**config.mk**
```make
export PLATFORM = sky130hd
export DESIGN_NAME = time_set_ctrl
export DESIGN_NICKNAME = d
export VERILOG_FILES = /design/src/rtl/clock_pkg.sv /design/src/rtl/btn_debounce.sv /design/src/rtl/time_set_ctrl.sv
export SDC_FILE = /design/constraint.sdc
export NUM_CORES = 1
export LEC_CHECK = 0
export ABC_AREA = 1
export CORE_ASPECT_RATIO = 1.1
export CORE_MARGIN = 4
export CORE_UTILIZATION = 30
export CTS_BUF_LIST = sky130_fd_sc_hd__clkbuf_8
export CTS_CLUSTER_DIAMETER = 80
export DETAILED_ROUTE_END_ITERATION = 7
export GPL_TIMING_DRIVEN = 0
export PLACE_DENSITY = 0.45
export SLEW_MARGIN = 20
export SYNTH_ARGS = -nofsm -noshare
export SYNTH_HDL_FRONTEND = slang
export SYNTH_SLANG_ARGS = --single-unit
```
**constraint.sdc**
```tcl
create_clock -name clk -period 10.4 [get_ports clk]
set_input_delay 3.12 -clock clk [delete_from_list [all_inputs] [get_ports clk]]
set_output_delay 3.12 -clock clk [all_outputs]
set_load 0.05 [all_outputs]
```
**src/rtl/clock_pkg.sv**
```systemverilog
// rtl/clock_pkg.sv - field indices, FSM encoding and calendar helpers for time setting
package clock_pkg;

  localparam logic [2:0] FLD_SEC   = 3'd0;
  localparam logic [2:0] FLD_MIN   = 3'd1;
  localparam logic [2:0] FLD_HOUR  = 3'd2;
  localparam logic [2:0] FLD_DAY   = 3'd3;
  localparam logic [2:0] FLD_MONTH = 3'd4;
  localparam logic [2:0] FLD_YEAR  = 3'd5;

  typedef enum logic [1:0] {
    ST_RUN    = 2'd0,
    ST_SET    = 2'd1,
    ST_COMMIT = 2'd2
  } state_e;

  localparam logic [4:0] MONTH_DAYS [12] = '{
    5'd31, 5'd28, 5'd31, 5'd30, 5'd31, 5'd30,
    5'd31, 5'd31, 5'd30, 5'd31, 5'd30, 5'd31
  };

  function automatic logic is_leap(input logic [15:0] year);
    return (year[1:0] == 2'b00) &&
           (((year % 16'd100) != 16'd0) || ((year % 16'd400) == 16'd0));
  endfunction

  function automatic logic [10:0] days_in_month(input logic [15:0] year,
                                                input logic [5:0]  month);
    logic [4:0] d;
    logic [3:0] idx;
    idx = 4'(month - 6'd1);
    // Out-of-range months (only reachable from bad live input) fall back to 31.
    if (month == 6'd0 || month > 6'd12) d = 5'd31;
    else if (month == 6'd2 && is_leap(year)) d = 5'd29;
    else d = MONTH_DAYS[idx];
    return {6'd0, d};
  endfunction

  function automatic logic [15:0] step_wrap(input logic [15:0] val,
                                            input logic [15:0] lo,
                                            input logic [15:0] hi,
                                            input logic        inc);
    if (inc) return (val >= hi || val < lo) ? lo : val + 16'd1;
    else     return (val <= lo || val > hi) ? hi : val - 16'd1;
  endfunction

endpackage

```
**src/rtl/btn_debounce.sv**
```systemverilog
// rtl/btn_debounce.sv - two-flop synchronizer, level debouncer and rising-edge press pulse
module btn_debounce #(
  parameter logic [19:0] DEBOUNCE_CYC = 20'd500000
) (
  input  logic clk,
  input  logic rst_n,
  input  logic btn_raw,
  output logic press
);

  logic        sync1_q, sync1_d;
  logic        sync2_q, sync2_d;
  logic        db_q, db_d;
  logic        db_dly_q, db_dly_d;
  logic [19:0] cnt_q, cnt_d;

  always_comb begin
    sync1_d  = btn_raw;
    sync2_d  = sync1_q;
    db_d     = db_q;
    db_dly_d = db_q;
    cnt_d    = 20'd0;
    // Counter only runs while the synchronized level disagrees with the accepted one.
    if (sync2_q != db_q) begin
      if (cnt_q + 20'd1 >= DEBOUNCE_CYC) begin
        db_d = sync2_q;
      end else begin
        cnt_d = cnt_q + 20'd1;
      end
    end
  end

  always_ff @(posedge clk or negedge rst_n) begin
    if (!rst_n) begin
      sync1_q  <= 1'b0;
      sync2_q  <= 1'b0;
      db_q     <= 1'b0;
      db_dly_q <= 1'b0;
      cnt_q    <= 20'd0;
    end else begin
      sync1_q  <= sync1_d;
      sync2_q  <= sync2_d;
      db_q     <= db_d;
      db_dly_q <= db_dly_d;
      cnt_q    <= cnt_d;
    end
  end

  assign press = db_q & ~db_dly_q;

endmodule

```
**src/rtl/time_set_ctrl.sv**
```systemverilog
// rtl/time_set_ctrl.sv - button-driven date/time editor with commit strobe and field blinking
module time_set_ctrl
  import clock_pkg::*;
#(
  parameter logic [19:0] DEBOUNCE_CYC = 20'd500000,
  parameter int          TIMEOUT_S    = 30,
  parameter int          YEAR_MIN     = 2000,
  parameter int          YEAR_MAX     = 2099
) (
  input  logic        clk,
  input  logic        rst_n,
  input  logic        up,
  input  logic        down,
  input  logic        left,
  input  logic        right,
  input  logic        middle,
  input  logic        sec_tick,
  input  logic        blink_tick,
  input  logic [15:0] cur_year,
  input  logic [5:0]  cur_month,
  input  logic [10:0] cur_day,
  input  logic [10:0] cur_hour,
  input  logic [10:0] cur_minute,
  input  logic [10:0] cur_second,
  output logic [15:0] set_year,
  output logic [5:0]  set_month,
  output logic [10:0] set_day,
  output logic [10:0] set_hour,
  output logic [10:0] set_minute,
  output logic [10:0] set_second,
  output logic        load,
  output logic        editing,
  output logic [5:0]  blink_mask
);

  localparam int IDLE_W = (TIMEOUT_S < 1) ? 1 : $clog2(TIMEOUT_S + 1);
  localparam logic [15:0] Y_MIN = 16'(YEAR_MIN);
  localparam logic [15:0] Y_MAX = 16'(YEAR_MAX);

  logic [4:0] btn_raw, btn_press;
  logic       press_mid, press_up, press_dn, press_lt, press_rt, any_press;

  assign btn_raw = {middle, up, down, left, right};

  for (genvar i = 0; i < 5; i++) begin : g_btn
    btn_debounce #(.DEBOUNCE_CYC(DEBOUNCE_CYC)) u_btn (
      .clk     (clk),
      .rst_n   (rst_n),
      .btn_raw (btn_raw[i]),
      .press   (btn_press[i])
    );
  end

  assign press_mid = btn_press[4];
  assign press_up  = btn_press[3];
  assign press_dn  = btn_press[2];
  assign press_lt  = btn_press[1];
  assign press_rt  = btn_press[0];
  assign any_press = |btn_press;

  state_e              state_q, state_d;
  logic [2:0]          fld_q, fld_d;
  logic [IDLE_W-1:0]   idle_q, idle_d;
  logic                phase_q, phase_d;
  logic [15:0]         year_q, year_d;
  logic [5:0]          month_q, month_d;
  logic [10:0]         day_q, day_d;
  logic [10:0]         hour_q, hour_d;
  logic [10:0]         min_q, min_d;
  logic [10:0]         sec_q, sec_d;
  logic [10:0]         dim_cur, dim_new;

  always_comb begin
    state_d = state_q;
    fld_d   = fld_q;
    idle_d  = idle_q;
    phase_d = phase_q;
    year_d  = year_q;
    month_d = month_q;
    day_d   = day_q;
    hour_d  = hour_q;
    min_d   = min_q;
    sec_d   = sec_q;
    dim_cur = days_in_month(year_q, month_q);
    dim_new = dim_cur;

    unique case (state_q)
      ST_RUN: begin
        year_d  = cur_year;
        month_d = cur_month;
        day_d   = cur_day;
        hour_d  = cur_hour;
        min_d   = cur_minute;
        sec_d   = cur_second;
        fld_d   = FLD_YEAR;
        idle_d  = '0;
        phase_d = 1'b0;
        if (press_mid) state_d = ST_SET;
      end

      ST_SET: begin
        if (blink_tick) phase_d = ~phase_q;
        if (sec_tick)   idle_d  = idle_q + IDLE_W'(1);
        if (any_press)  idle_d  = '0;

        // Only the highest-priority press in a cycle takes effect.
        if (press_mid) begin
          state_d = ST_COMMIT;
          phase_d = 1'b0;
        end else if (press_up || press_dn) begin
          phase_d = 1'b0;
          unique case (fld_q)
            FLD_YEAR:  year_d  = step_wrap(year_q, Y_MIN, Y_MAX, press_up);
            FLD_MONTH: month_d = 6'(step_wrap({10'd0, month_q}, 16'd1, 16'd12, press_up));
            FLD_DAY:   day_d   = 11'(step_wrap({5'd0, day_q}, 16'd1, {5'd0, dim_cur}, press_up));
            FLD_HOUR:  hour_d  = 11'(step_wrap({5'd0, hour_q}, 16'd0, 16'd23, press_up));
            FLD_MIN:   min_d   = 11'(step_wrap({5'd0, min_q}, 16'd0, 16'd59, press_up));
            default:   sec_d   = 11'(step_wrap({5'd0, sec_q}, 16'd0, 16'd59, press_up));
          endcase
          if (fld_q == FLD_YEAR || fld_q == FLD_MONTH) begin
            dim_new = days_in_month(year_d, month_d);
            if (day_q > dim_new) day_d = dim_new;
          end
        end else if (press_lt) begin
          fld_d = (fld_q >= FLD_YEAR) ? FLD_SEC : fld_q + 3'd1;
        end else if (press_rt) begin
          fld_d = (fld_q == FLD_SEC) ? FLD_YEAR : fld_q - 3'd1;
        end else if (sec_tick && idle_q == IDLE_W'(TIMEOUT_S - 1)) begin
          state_d = ST_RUN;
          phase_d = 1'b0;
        end
      end

      default: begin
        state_d = ST_RUN;
        phase_d = 1'b0;
      end
    endcase
  end

  always_ff @(posedge clk or negedge rst_n) begin
    if (!rst_n) begin
      state_q <= ST_RUN;
      fld_q   <= FLD_YEAR;
      idle_q  <= '0;
      phase_q <= 1'b0;
      year_q  <= Y_MIN;
      month_q <= 6'd1;
      day_q   <= 11'd1;
      hour_q  <= 11'd0;
      min_q   <= 11'd0;
      sec_q   <= 11'd0;
    end else begin
      state_q <= state_d;
      fld_q   <= fld_d;
      idle_q  <= idle_d;
      phase_q <= phase_d;
      year_q  <= year_d;
      month_q <= month_d;
      day_q   <= day_d;
      hour_q  <= hour_d;
      min_q   <= min_d;
      sec_q   <= sec_d;
    end
  end

  assign set_year   = year_q;
  assign set_month  = month_q;
  assign set_day    = day_q;
  assign set_hour   = hour_q;
  assign set_minute = min_q;
  assign set_second = sec_q;
  assign load       = (state_q == ST_COMMIT);
  assign editing    = (state_q != ST_RUN);
  assign blink_mask = (state_q == ST_SET && phase_q) ? (6'd1 << fld_q) : 6'd0;

endmodule

```
# Yosys cells after proc, flatten, opt, wreduce, memory -nomap -nowiden

Memory sizes are Yosys's and may differ from the RTL's.
Cells that the tools add are included.

Flip-flop bits (word level): 197
Latch bits: 0
Memory bits (writable): 0
ROM bits: 160
Input port bits: 75
Output and inout bits: 74
Logic and storage cells: 281
Memories: 2

Memories:

| name            | depth | bits a word | read ports | clocked after memory_dff | write ports | line            | RTL |
|---|---|---|---|---|---|---|---|
| (no name shown) | 16    | 5           | 1          | 0                        | 0           | clock_pkg.sv:35 | `else d = MONTH_DAYS[idx];` |
| (no name shown) | 16    | 5           | 1          | 0                        | 0           | clock_pkg.sv:35 |  |

$add $sub $neg: 22
Multiply operators: 0
Divide/modulo/power cells: 4
Magnitude comparators: 32
Equal/unequal tests: 28
Shift operators: 1
Mux-type cells: 97
Bitwise gates (word level): 13
Reductions and logical operators: 47

Operators by type and width:

| cell                                                                                  | number |
|---|---|
| 11-bit 2-to-1 mux                                                                     | 26 |
| 20-bit 2-to-1 mux                                                                     | 10 |
| 16-bit 2-to-1 mux                                                                     | 9 |
| 20-bit by 1-bit adder with 20-bit output, second input constant                       | 5 |
| 20-bit by 19-bit greater-or-equal comparator with 1-bit output, second input constant | 5 |
| 11-bit case mux with 2 select lines                                                   | 4 |
| 5-bit 2-to-1 mux                                                                      | 14 |
| 6-bit 2-to-1 mux                                                                      | 10 |
| 11-bit by 1-bit adder with 11-bit output, second input constant                       | 4 |
| 11-bit by 1-bit <= comparator with 1-bit output, second input constant                | 4 |
| 11-bit by 1-bit subtractor with 11-bit output, second input constant                  | 4 |
| 16-bit logical NOT                                                                    | 2 |
| 16-bit by 7-bit modulo with 16-bit output, second input constant                      | 2 |
| 16-bit by 9-bit modulo with 16-bit output, second input constant                      | 2 |
| 16-bit case mux with 2 select lines                                                   | 1 |
| 16-bit nonzero test                                                                   | 2 |
| 11-bit by 6-bit greater-or-equal comparator with 1-bit output, second input constant  | 2 |
| 11-bit by 5-bit > comparator with 1-bit output                                        | 2 |
| 11-bit by 6-bit > comparator with 1-bit output, second input constant                 | 2 |
| 6-bit by 4-bit > comparator with 1-bit output, second input constant                  | 3 |
| 3-bit 2-to-1 mux                                                                      | 6 |
| 16-bit by 1-bit adder with 16-bit output, second input constant                       | 1 |
| 16-bit by 12-bit greater-or-equal comparator with 1-bit output, second input constant | 1 |
| 16-bit by 12-bit > comparator with 1-bit output, second input constant                | 1 |
| 52 further kinds                                                                      | 122 |

# Longest topological paths before layout

Gate-level depths: netlist (run 1).

Depth after elaboration: 25
Gate-level depth with buffers: 75

# By module

A second synthesis (run 1) with hierarchy kept.

Cells, all modules: 2539
Area, all modules: 18118.6 µm²

By module, submodules not included:

| module        | times used | cells an instance | area each (µm²) | seq. area each (µm²) |
|---|---|---|---|---|
| time_set_ctrl | 1          | 1519              | 10092.2         | 1939.4 |
| btn_debounce  | 5          | 204               | 1605.3          | 600.6 |

# Worst setup path before layout (run 1)

OpenSTA, ideal clock, no wires.

Path kind: register to register
From: reg year_q[0] (netlist: set_year[0])
To: reg day_q[2] (netlist: set_day[2])
Data arrival time: 6.621 ns
Slack: 3.646 ns
Cell stages (with the launch flop): 60
Buffers on the path: 0
Cell sequence: dfrtp_1 inv_1 ha_1 nand2_1 nor2_1 nand2_1 nand2_1 nor2_1 nand3_1 nand3_1 nand2_2 nand2_1 o211ai_2 o21ai_2 nand2_2 nand2_4 nand3_2 nand2_4 [24 not listed] nand2_4 nand2_1 nand2_1 inv_1 nand2_1 nand4_1 nor2_1 nand2_1 nand2_1 nand2_2 ha_1 nand3_1 o221ai_1 nand2_1 inv_1 o21ai_0 a21oi_1 o22ai_1

Longest elaborated chain between the ends: 25
Elaborated cells between the ends (all ways): 53
Classes of those cells: 2 x add/sub; 4 x div; 7 x order compare; 24 x mux; 16 x reduce/logical

Ends and longest elaborated chain:

| element                                                                        | line                             | RTL |
|---|---|---|
| start, declared                                                                | time_set_ctrl.sv:65              | `logic [15:0] year_q, year_d;` |
| start signal, assigned                                                         | time_set_ctrl.sv:158             | `year_q <= year_d;` |
| 16-bit by 11-bit <= comparator with 1-bit output, or another cell as far along | clock_pkg.sv:44                  | `else return (val <= lo \|\| val > hi) ? hi : val - 16'd1;` |
| 1-bit logical OR, on equally long branches                                     | clock_pkg.sv:44, clock_pkg.sv:43 |  |
| 16-bit 2-to-1 mux, on equally long branches                                    | clock_pkg.sv:44, clock_pkg.sv:43 |  |
| 16-bit 2-to-1 mux                                                              | clock_pkg.sv:43                  | `if (inc) return (val >= hi \|\| val < lo) ? lo : val + 16'd1;` |
| 16-bit 2-to-1 mux                                                              | time_set_ctrl.sv:112             | `unique case (fld_q)` |
| 16-bit 2-to-1 mux                                                              | time_set_ctrl.sv:110             | `end else if (press_up \|\| press_dn) begin` |
| 16-bit 2-to-1 mux                                                              | time_set_ctrl.sv:107             | `if (press_mid) begin` |
| 16-bit 2-to-1 mux                                                              | time_set_ctrl.sv:87              | `unique case (state_q)` |
| [9 not listed]                                                                 | --                               |  |
| 5-bit 2-to-1 mux                                                               | time_set_ctrl.sv:107             |  |
| 5-bit 2-to-1 mux                                                               | time_set_ctrl.sv:87              |  |
| 11-bit by 5-bit > comparator with 1-bit output                                 | time_set_ctrl.sv:122             | `if (day_q > dim_new) day_d = dim_new;` |
| 11-bit 2-to-1 mux                                                              | time_set_ctrl.sv:122             |  |
| 11-bit 2-to-1 mux (*)                                                          | time_set_ctrl.sv:120             | `if (fld_q == FLD_YEAR \|\| fld_q == FLD_MONTH) begin` |
| 11-bit 2-to-1 mux (*)                                                          | time_set_ctrl.sv:110             |  |
| 11-bit 2-to-1 mux (*)                                                          | time_set_ctrl.sv:107             |  |
| 11-bit case mux with 2 select lines (*)                                        | time_set_ctrl.sv:87              |  |
| end signal, assigned                                                           | time_set_ctrl.sv:160             | `day_q <= day_d;` |
| end, declared                                                                  | time_set_ctrl.sv:67              | `logic [10:0] day_q, day_d;` |

Mark *: on every way between the ends. The rest lies on a longest branch, timed or not. The select of a mux whose other input is x is not followed.
A chain may end at the register's enable or synchronous reset.

# Worst setup path after layout (run 1)

From: reg fld_q[0]
To: reg day_q[3] (netlist: set_day[3])

Longest elaborated chain between the ends: 22
Elaborated cells between the ends (all ways): 42
Classes of those cells: 1 x add/sub; 2 x div; 2 x order compare; 4 x eq/ne; 22 x mux; 1 x bitwise; 9 x reduce/logical; 1 x memory

Ends and longest elaborated chain:

| element                                                                 | line                                       | RTL |
|---|---|---|
| start, declared                                                         | time_set_ctrl.sv:62                        | `logic [2:0] fld_q, fld_d;` |
| start signal, assigned                                                  | time_set_ctrl.sv:155                       | `fld_q <= fld_d;` |
| 3-bit == test                                                           | time_set_ctrl.sv:112, time_set_ctrl.sv:120 |  |
| 16-bit 2-to-1 mux or 6-bit 2-to-1 mux (tied branches)                   | time_set_ctrl.sv:112                       |  |
| 16-bit 2-to-1 mux or 6-bit 2-to-1 mux (tied branches)                   | time_set_ctrl.sv:110                       |  |
| 16-bit 2-to-1 mux or 6-bit 2-to-1 mux (tied branches)                   | time_set_ctrl.sv:107                       |  |
| 16-bit 2-to-1 mux or 6-bit 2-to-1 mux (tied branches)                   | time_set_ctrl.sv:87                        |  |
| 16-bit by 7-bit modulo with 16-bit output, or another cell as far along | clock_pkg.sv:24                            | `(((year % 16'd100) != 16'd0) \|\| ((year % 16'd400) == 16'd0));` |
| 16-bit nonzero test, or another cell as far along                       | clock_pkg.sv:24                            |  |
| 1-bit logical OR or memory 16 x 5 bit (tied branches)                   | --                                         |  |
| [6 not listed]                                                          | --                                         |  |
| 5-bit 2-to-1 mux                                                        | time_set_ctrl.sv:107                       |  |
| 5-bit 2-to-1 mux                                                        | time_set_ctrl.sv:87                        |  |
| 11-bit by 5-bit > comparator with 1-bit output                          | time_set_ctrl.sv:122                       |  |
| 11-bit 2-to-1 mux                                                       | time_set_ctrl.sv:122                       |  |
| 11-bit 2-to-1 mux (*)                                                   | time_set_ctrl.sv:120                       |  |
| 11-bit 2-to-1 mux (*)                                                   | time_set_ctrl.sv:110                       |  |
| 11-bit 2-to-1 mux (*)                                                   | time_set_ctrl.sv:107                       |  |
| 11-bit case mux with 2 select lines (*)                                 | time_set_ctrl.sv:87                        |  |

Marks and branches as above.

==> results of run 1 <==
-- metal layers --
metal  track usage  vias to the layer above  share of wire
li1              -                     7384              -
met1         0.218                     6912           0.46
met2         0.298                      241           0.48
met3        0.0313                       49          0.034
met4        0.0490                        2          0.019
met5             0                        -        0.00019
-- synth_stat cells (4+ instances only) --
cell and instances:
nor2_2 11, a21oi_2 4, a21oi_1 58, nor3b_1 9, o31ai_1 10, nand3_2 15, o21ai_0 145, nand4_1 52
nand2_2 64, nor2_4 8, o22ai_1 36, xor2_1 77, dfrtp_1 187, clkinv_1 4, ha_1 42, inv_2 11
nor3_1 45, nor2_1 294, nor4_1 12, o21ai_1 17, xnor2_1 32, o211ai_1 34, buf_2 9, nand3_1 159
nand2_4 9, nand3b_1 5, inv_1 290, dfstp_2 10, a21boi_0 4, nand2_1 386, o21a_1 6, and3_1 8
clkbuf_1 34, a31oi_1 12
-- metrics by stage --
stage          hold WS [ns]  cells  utilization
2_1_floorplan         0.331   2149            -
4_1_cts               0.361   2983        0.361
6_report              0.357   2986        0.361
3_3_place_gp          0.333   2949        0.351
5_1_grt               0.368   2984        0.361
3_5_place_dp          0.335   2951        0.353
-- sequential cells by signal, summed over array words and instances, names as in the netlist, 3 cells and up --
| name | flops |
|---|---|
| fld_q | 3 |
| g_btn.u_btn.sync2_q | 5 |
| set_minute | 11 |
| set_year | 16 |
| g_btn.u_btn.cnt_q | 100 |
| idle_q | 5 |
| set_month | 6 |
| g_btn.u_btn.db_dly_q | 5 |
| g_btn.u_btn.db_dly_d | 5 |
| set_day | 11 |
| set_hour | 11 |
| g_btn.u_btn.sync1_q | 5 |
| set_second | 11 |
-- cell families (layout without fill, tap and decap cells) --
logic type / count (synthesis) / in the layout
compound gates: 349 / 349
xor+xnor: 110 / 110
fa+ha+maj: 42 / 42
buf+inv: 351 / 533
flops: 197 / 197
mux: 1 / 1
other cells: 1 / 8
simple gates: 1094 / 1094
-- critical path, delay by kind of cell, from the launching register on --
family / cells / cell delay (ns)
buffers and inverters: 3 / 0.76
AND/OR/NAND/NOR: 45 / 4.95
AO/OA/AOI/OAI: 5 / 1.00
adder cells (fa/ha/maj): 2 / 0.49
flip-flops: 1 / 0.59
-- worst paths after layout --
check | slack, ns | end | cells after the start | from
worst min register to register | 0.36 | g_btn[2].u_btn.sync2_q$_DFF_PN0_ | 0 | g_btn[2].u_btn.sync1_q$_DFF_PN0_
min in group asynchronous | 2.47 | g_btn[4].u_btn.cnt_q[12]$_DFF_PN0_ | 1 | rst_n
worst max-delay path | 2.42 | set_day[3]$_DFFE_PN0P_ | 55 | fld_q[0]$_DFFE_PN1P_
worst max register to register | 2.42 | set_day[3]$_DFFE_PN0P_ | 55 | fld_q[0]$_DFFE_PN1P_
max in group asynchronous | 7.11 | set_day[0]$_DFFE_PN1P_ | 2 | rst_n
worst min-delay path | 0.36 | g_btn[2].u_btn.sync2_q$_DFF_PN0_ | 0 | g_btn[2].u_btn.sync1_q$_DFF_PN0_
-- area by class of cell --
type,instances,share of cell area
Antenna cell,3,0.000423
Buffer,46,0.0110
Multi-Input combinational cell,1601,0.490
Sequential cell,197,0.279
Clock buffer,19,0.0147
Clock inverter,13,0.00783
Timing Repair Buffer,150,0.0869
Inverter,305,0.0645
Tap cell,652,0.0460
==> metrics.txt, run 1 <==
full die area 53500 sq um; largest net degree at the start of global routing 86; Cell variety after synth 61; CTS Sinks 197; Area Overhead vs Synth 18.6%; most frequent cells in the layout nand2_1 (386), nor2_1 (294), inv_1 (290); Mapped Area 15000 sq um; CTS tree yes; Synth Area in XOR/XNOR 0.0649; DR iter-0 viols 758; Routed WL 46.4 mm; Worst EP arrival 8.36 ns; RSZ-0062 raised after global routing false; Layout Skew 0.0209 ns; MaxCap Viol Count 0; Final #Nets between 2000 and 2500; post-synthesis sequential area ratio 0.330; core area 49100 sq um; worst-path maximum fanout 10; WL/cell 15.6 microns; Multi-input gate area 8690 sq um; crit start category flip-flop; Max-slew headroom 0.397; IO buf count approximately 150; HPWL after DPL 36.1 mm; Remaining DRCs 0; cell count after synthesis 2145; Ys Warns 0; Post-CTS Resized 0; status complete, no violations; final worst slack about 2.4 ns; I/O Pins 149; Crit Path Category flip-flop to flip-flop; Post-CTS Setup Bufs 0; post-synthesis adder-cell area fraction 0.0351; Layout fillers ~5300; slowest CP cell dfstp_2; DR vias 14588; GPL Wtd Cong 0.858; htree depth 4; hold_buf cts 0; register bit total from synthesis 197; Fin Setup TNS 0 ns; Compound-Gate Fraction of Synth Area 0.136; Die W 221 microns; Final setup viols 0; Reg clk slew, reported paths 0.11 ns; drt via density 4.89; fmax 125 MHz; share of cells above drive strength 1 0.0837; Register Area 4940 sq um; multiplexer share of the synthesized area 0.000669; Clock Latency Late Sink 0.53 ns; GRT Overall Usage 0.171; cell area after placement 17300 sq um; Starting Density 0.304; Synth top area share 0.313; final worst-path cycle share 0.767; fin area 17700 sq um; crit end category flip-flop; # rows 85; post-synthesis async set-or-reset flop share 1.00; Area contributors post-synth dfrtp_1 (31%), nand2_1 (9.7%), nor2_1 (7.4%); die height 242 microns; DR pass1 iterations 7; Hold Fails Final Rpt 0; total gr overflow 0; number of flops mapped to enable cells by yosys 0; worst endpoint required time about 11 ns; first-pass GRT wire length 75.8 mm; Yosys top cell by area dfrtp_1; cell mode on critical path nand2_2; Num CTS Buffers 17; minimum clock period 7.98 ns; DRT antenna net count 0; Slew Limit Fails 0; Clock Path Buffers 2; ys flop type dfrtp_1; largest family of logic cells by synthesized area simple AND/OR/NAND/NOR gates; worst hold path type flip-flop to flip-flop; Post-Synth Simple-Gate Area 0.343; Post-Syn Area per Cell 6.97 sq um; vias in the first global route 14512; largest stage delay on the critical path 0.59 ns; Root Driver clkbuf_8; antenna violations before repair 4; pre-CTS setup slack 2.40 ns; Least-Margin Pin Slew 0.904 ns; most common cell after layout, fill and taps aside nand2_1
Power of run 1 is left out: the tool's default activity adds up to more than one toggle a clock period on the data nets, which glitch-free logic cannot reach.
==> run 2, diff against run 1 <==
==> constraint.sdc (replaced) <==
create_clock -name clk -period 7.5 [get_ports clk]
set_input_delay 2.25 -clock clk [delete_from_list [all_inputs] [get_ports clk]]
set_output_delay 2.25 -clock clk [all_outputs]
set_load 0.05 [all_outputs]
==> run 2 against run 1 <==
Worst hold slack hardly changed. Cell area grew 10%. Worst setup slack worse by 2.2 ns. Sequential cell count stayed put. Routed wire length grew 4.2%.
==> metrics.txt, run 2 (synthesis gave the netlist of run 1 again) <==
total gr overflow 0; DR pass1 iterations 6; I/O Pins roughly 150; largest net degree at the start of global routing 86; # rows 85; Slew Limit Fails 0; final worst-path cycle share 0.974; Most flops, register g_btn.u_btn.cnt_q; Clock Path Buffers 2; share of cells above drive strength 1 0.187; met3 usage 0.0315; Reg clk slew, reported paths 0.12 ns; Worst Hold Path EP g_btn[2].u_btn.sync2_q$_DFF_PN0_; Routed WL 48.4 mm; full die area 53500 sq um; Clock Latency Late Sink roughly 0.53 ns; MaxCap Viol Count 0; HPWL after DPL 36.1 mm; Remaining DRCs 0; Area Overhead vs Synth 30.6%; reg2reg path depth 68; CTS tree yes; vias in the first global route 14603; htree depth 4; Least-Margin Pin Slew 0.944 ns; Worst EP arrival 7.75 ns; hold_buf cts 0; cell mode on critical path nand2_4; minimum clock period 7.30 ns; r2r endpoint set_day[1]$_DFFE_PN0P_; die height 242 microns; worst endpoint required time 7.94 ns; Starting Density 0.304; antenna violations before repair 4; core area 49100 sq um; crit end category flip-flop; crit start category flip-flop; Final #Nets 2528; met1 Track Usage GR 0.219; Worst Min Path Start g_btn[2].u_btn.sync1_q$_DFF_PN0_; Layout Cells excl Fill 3079; worst-path maximum fanout 6; Most Used Layer, Global Route met2; Placed Instances a little under 3000; DRT antenna net count 0; largest stage delay on the critical path 0.58 ns; fmax 137 MHz; CTS Sinks 197; most frequent cells in the layout nand2_1 (316), nor2_1 (279), inv_1 (272); GRT Overall Usage 0.172; Worst Setup SP set_year[6]$_DFFE_PN1P_; Root Driver clkbuf_8; Final Util 0.398; DR iter-0 viols 729; Hold Fails Final Rpt 0; IO buf count 148; Die W ~220 microns; M2 GR Usage 0.300; status complete, no violations; first-pass GRT wire length between 70 and 80 mm; reg2reg start set_year[6]$_DFFE_PN1P_; GPL Wtd Cong 0.858; fin area 19500 sq um; Max-slew headroom 0.371; Worst Hold Path Cells 0; Num CTS Buffers 17; cell area after placement 17300 sq um; Final setup viols 0; RSZ-0062 raised after global routing true; Crit Path Category flip-flop to flip-flop; max reg flops 100; worst hold path type flip-flop to flip-flop; Layout Skew 0.0207 ns; drt via density between 4 and 5; slowest CP cell dfstp_2; most common cell after layout, fill and taps aside nand2_1; Worst R2R Setup Slack approximately 0.2 ns; DR vias roughly 15000; WL/cell 15.7 microns
[run 2: final cells by class]
class | count | area (sq um)
diodes | 3 | 7.51
fillers | 5142 | 29600
clock inverters | 13 | 139
flip-flops and latches | 197 | 4950
multi-input cells | 1601 | 9710
well taps | 652 | 816
plain buffers | 43 | 196
clock buffers | 19 | 262
repair buffers | 246 | 2300
inverters | 305 | 1160
[run 2: critical path: cells and delay by family (launching register included)]
family / cells / cell delay [ns]
AOI/OAI and AO/OA: 9 / 1.17
adders and majority gates: 1 / 0.18
buffers and inverters: 9 / 0.91
DFF: 1 / 0.58
and+or+nand+nor: 49 / 4.34
[run 2: routing by layer]
layer  up-vias  routed length [microns]  share of wire
li1       7575                        -              -
met1      7274                    21700           0.45
met2       266                    24000           0.50
met3        51                     1790          0.037
met4         2                      871          0.018
met5         -                        9        0.00019
[run 2: repair_timing]
| action | 4_1_cts | 5_1_grt |
|---|---|---|
| setup buffers | 13 | 83 |
| pin swaps | 7 | 130 |
| gates resized for setup | 33 | 267 |
| endpoints found under the hold margin | 0 | 0 |
| endpoints found under the setup margin | 11 | 11 |
[run 2: worst max path at each step]
stage | to | depth (start not counted)
3_5_place_dp | set_day[3]$_DFFE_PN0P_ | 61
2_1_floorplan | set_day[2]$_DFFE_PN0P_ | 59
3_3_place_gp | set_day[1]$_DFFE_PN0P_ | 1
6_report | set_day[1]$_DFFE_PN0P_ | 68
4_1_cts | set_day[1]$_DFFE_PN0P_ | 62
5_1_grt | set_day[1]$_DFFE_PN0P_ | 72
[run 2: stage by stage]
| stage | setup slack [ns] | hold WS [ns] | TNS (ns) |
|---|---|---|---|
| floorplan | 0.746 | 0.331 | 0 |
| global placement | -4.95 | 0.333 | -945.99 |
| detailed placement | -0.496 | 0.335 | -4.43 |
| CTS | 0.0000275 | 0.361 | 0 |
| global route | -0.305 | 0.368 | -2.80 |
| finish | 0.196 | 0.357 | 0 |
Power of run 2 is left out for the same reason.
